===== src/rtl/dff_ec_serial_tx.sv =====
// MSB-first serial transmitter driving a chain of DFFs with active-low capture enable.
// D, READY, BUSY and DONE are registered; EC follows HOLD combinationally so a stall never drops a bit.
module dff_ec_serial_tx #(
   parameter int unsigned WIDTH  = 8,
   parameter int unsigned PARITY = 0
) (
   input  logic             C,
   input  logic             nR,
   input  logic [WIDTH-1:0] DIN,
   input  logic             LOAD,
   input  logic             HOLD,
   output logic             READY,
   output logic             BUSY,
   output logic             D,
   output logic             EC,
   output logic             DONE
);

   localparam int unsigned CW = (WIDTH > 1) ? $clog2(WIDTH) : 1;
   localparam logic [CW-1:0] LAST = CW'(WIDTH - 1);

   typedef enum logic [1:0] {
      S_IDLE  = 2'd0,
      S_SHIFT = 2'd1,
      S_PAR   = 2'd2
   } state_t;

   state_t           r_state;
   logic [WIDTH-1:0] r_shreg;
   logic [CW-1:0]    r_cnt;
   logic             r_par;

   // Receiver captures only while a bit is on D and the receiving side is not stalling.
   assign EC = ~((r_state == S_SHIFT) || (r_state == S_PAR)) | HOLD;

   always_ff @(posedge C or negedge nR) begin
      if (!nR) begin
         r_state <= S_IDLE;
         r_shreg <= '0;
         r_cnt   <= '0;
         r_par   <= 1'b0;
         READY   <= 1'b1;
         BUSY    <= 1'b0;
         D       <= 1'b0;
         DONE    <= 1'b0;
      end else begin
         DONE <= 1'b0;
         case (r_state)
            S_IDLE: begin
               if (LOAD) begin
                  r_shreg <= DIN;
                  D       <= DIN[WIDTH-1];
                  r_cnt   <= '0;
                  r_par   <= ^DIN;
                  r_state <= S_SHIFT;
                  READY   <= 1'b0;
                  BUSY    <= 1'b1;
               end
            end
            S_SHIFT: begin
               if (!HOLD) begin
                  if (r_cnt != LAST) begin
                     r_shreg <= r_shreg << 1;
                     D       <= r_shreg[WIDTH-2];
                     r_cnt   <= r_cnt + 1'b1;
                  end else if (PARITY != 0) begin
                     D       <= r_par;
                     r_state <= S_PAR;
                  end else begin
                     r_state <= S_IDLE;
                     D       <= 1'b0;
                     BUSY    <= 1'b0;
                     READY   <= 1'b1;
                     DONE    <= 1'b1;
                  end
               end
            end
            S_PAR: begin
               if (!HOLD) begin
                  r_state <= S_IDLE;
                  D       <= 1'b0;
                  BUSY    <= 1'b0;
                  READY   <= 1'b1;
                  DONE    <= 1'b1;
               end
            end
            default: begin
               r_state <= S_IDLE;
            end
         endcase
      end
   end

endmodule


===== config.mk =====
export PLATFORM = sky130hd
export DESIGN_NAME = dff_ec_serial_tx
export DESIGN_NICKNAME = d
export VERILOG_FILES = /design/src/rtl/dff_ec_serial_tx.sv
export SDC_FILE = /design/constraint.sdc
export NUM_CORES = 1
export LEC_CHECK = 0
export CORE_UTILIZATION = 35
export CTS_BUF_LIST = sky130_fd_sc_hd__clkbuf_4 sky130_fd_sc_hd__clkbuf_8
export DETAILED_ROUTE_END_ITERATION = 8
export PLACE_DENSITY = 0.59
export SLEW_MARGIN = 25
export SYNTH_ARGS = -nofsm -noshare
export SYNTH_HDL_FRONTEND = slang
export SYNTH_SLANG_ARGS = --single-unit
export TNS_END_PERCENT = 20

===== constraint.sdc =====
create_clock -name C -period 2.8 [get_ports C]
set_clock_uncertainty 0.1 [all_clocks]
set_input_delay 0.56 -clock C [delete_from_list [all_inputs] [get_ports C]]
set_output_delay 0.56 -clock C [all_outputs]
set_load 0.03 [all_outputs]

==> summary.txt <==
Run status
  • Status: completed

Timing
  • Hold Vio Cnt, Final: 0
  • Fin. max-slew vios: 0
  • Slew headroom: around 57%
  • Period minus WS final: 2.55 ns
  • RSZ-0062 raised after global routing: false
  • Tcrit/Tclk final: 91.2%
  • Worst Tran Pin Value: between 0.6 and 0.7 ns
  • Fmax achieved: 0.391 GHz
  • Setup TNS: 0 ns
  • Final setup viols: 0

Detailed routing
  • DR DRC count: 0
  • Post-DRT Antenna Nets: 0
  • Avg Vias per Cell: 4.69
  • Wire length per cell: 11.6 um
  • DRT iter0 DRCs: 9
  • Vias: 507
  • First-pass DRT Iterations: 4
  • Drt total wl: 1.25 mm

Setup path
  • Startpoint types: input port
  • Critical Path, Cell by Cell: clkdlybuf4s50_1 -> or2b_1 -> clkdlybuf4s50_1
  • WP data required: 2.14 ns
  • Critical Path AT: 1.89 ns
  • Setup crit end kind: output pin
  • Slowest-stage cell, CP: clkdlybuf4s50_1
  • Critical path class: in -> out
  • Crit path buffers/inverters: 2
  • Critical path's top delay family: buffers and inverters
  • Worst-path maximum fanout: 5
  • Crit path top cell by count: clkdlybuf4s50_1
  • CP peak stage delay: 0.67 ns

Global route
  • Grt ovf: 0
  • Initial antenna violation count: 0
  • GRT Total Usage: 14.9%
  • Vias in the first global route: approximately 500
  • Largest net degree at the start of global routing: 20
  • Global-route wire length before repair: 2.12 mm

Die
  • Site Rows: 15
  • DIE AREA: roughly 2100 sq um
  • Core ar.: 1760 sq um
  • I/O Pins: 17
  • Die Ht: 46.0 um
  • Die Width: 46.0 um
  • Initial Util: 38.4%

Place
  • Port bufs: 16
  • Post-DP HPWL: 892 um
  • Placement Cell Area: 827 sq um
  • RD Place Congestion: 0.675

Synth
  • Dominant cell type by area after synthesis: dfrtp_1
  • Largest cells by area after synthesis: dfrtp_1 (48%), ha_1 (5.5%), o22ai_1 (5.5%)
  • Yosys warns: 0
  • Syn_area_per_cell: ~10 sq um
  • Mapped Nets: 83
  • EDFF count, synth: 0
  • Gate Count Post-Synth: 68
  • Post-synthesis cell type count: 24
  • Main synth FF type: dfrtp_1
  • Yosys reg bits: 14
  • Yosys top cell area share: between 40% and 50%
  • Commonest cells in the netlist: dfrtp_1 (13), nor2_1 (8), a21oi_1 (7)
  • Count leader, synth: dfrtp_1
  • Syn Std Cell Area: slightly below 700 sq um
  • Async SR Flop Fraction: 100%
  • Register area share after synthesis: 51.8%

Clock network
  • Worst-path clk slew: around 0.07 ns
  • CTS buffer count: 3
  • H-tree depth: 1
  • # resized after CTS: 0
  • # hold bufs at CTS: 0
  • Worst skew pair latency: 0.28 ns
  • TritonCTS sink count: 14
  • CTS max path bufs: 2
  • # Post-CTS Setup Buffers: 0
  • Clock Tree Root: clkbuf_4
  • TritonCTS clock tree: built

Finish
  • Area added between synthesis and finish: 26.4%
  • Util after Layout: 48.6%
  • Total Nets Final: 99
  • Design area: around 860 sq um
  • Filler cell count: 181
  • Share of cells above drive strength 1: 8.43%
  • Ant diodes: 0

Hold path
  • Hold Path Class: reg -> reg

Power
  • Power per cell area: 906 nW/um^2
  • Pleak: between 0.3 and 0.4 nW
  • VDD IR max: between 0.3 and 0.4 mV

Flow run
  • Total of max-cap violations: 0
## report_power, final
group	internal [mW]	switching, mW
sequential	0.289	0.0594
combinational	0.139	0.163
clock	0.0649	0.0611
## state kept, by name (all words and copies together) (netlist names)
name and count:
BUSY 1, r_shreg 7, D 1, DONE 1
READY 1, r_cnt 3
## worst reg2reg max path: stages (launching register included)
cell     delay (ns)
dfrtp_1        0.40
ha_1           0.23
ha_1           0.19
or3b_1         0.64
o22ai_1        0.25
a21oi_1        0.06
## layout make-up
type                    count  area [sq um]  share of cell area, %
multi-input cells          46           273                   31.8
clock buffers               4          30.0                   3.50
inverters                   3          11.3                   1.31
well taps                  25          31.3                   3.65
flip-flops and latches     14           352                   41.0
repair buffers             16           160                   18.7
## cell usage in the layout, fill, tap and decap left out, types with 2 or more instances in the layout
cell type | synthesis | routed
a21oi_1 | 7 | 7
clkbuf_4 | 0 | 4
clkdlybuf4s50_1 | 0 | 16
dfrtp_1 | 13 | 13
ha_1 | 3 | 3
inv_1 | 3 | 3
nand2_1 | 4 | 4
nand3_1 | 4 | 4
nor2_1 | 8 | 8
nor2b_1 | 2 | 2
o21ai_0 | 3 | 3
o21ai_2 | 2 | 2
o22ai_1 | 6 | 6
## cell families after synthesis
logic type	Yosys count	share of synthesized area, %
simple gates	22	15.9
fa+ha+maj	3	5.54
compound gates	21	18.8
buf+inv	8	7.93
flops	14	51.8
## metrics by stage
stage          hold WS (ns)  total power, mW  std cells  setup slack (ns)
4_1_cts               0.396            0.788        108             0.239
5_1_grt               0.414            0.839        108             0.202
6_report              0.393            0.776        108             0.245
3_5_place_dp          0.383            0.656        104             0.244
3_3_place_gp          0.368            0.646        104             0.261
2_1_floorplan         0.164            0.579         68              1.06
## metal layers
| metal | global-route usage, % | routed length [um] |
|---|---|---|
| met4 | 8.82 | 12 |
| met2 | 20.3 | 550 |
| met3 | 4.76 | 63 |
| met1 | 20.4 | 627 |
| met5 | 0 | 0 |
## final timing paths
kind | cells after the start | from | to | slack [ns]
worst max-delay path | 3 | HOLD | EC | 0.25
worst min-delay path | 2 | READY | READY | 0.39
worst max register to register | 5 | r_cnt[0] | r_shreg[1] | 0.78
worst min register to register | 2 | READY | READY | 0.39
max in group asynchronous | 1 | nR | r_shreg[3] | 1.61
min in group asynchronous | 1 | nR | r_shreg[0] | 0.57
(Power assumes the default switching activity.)
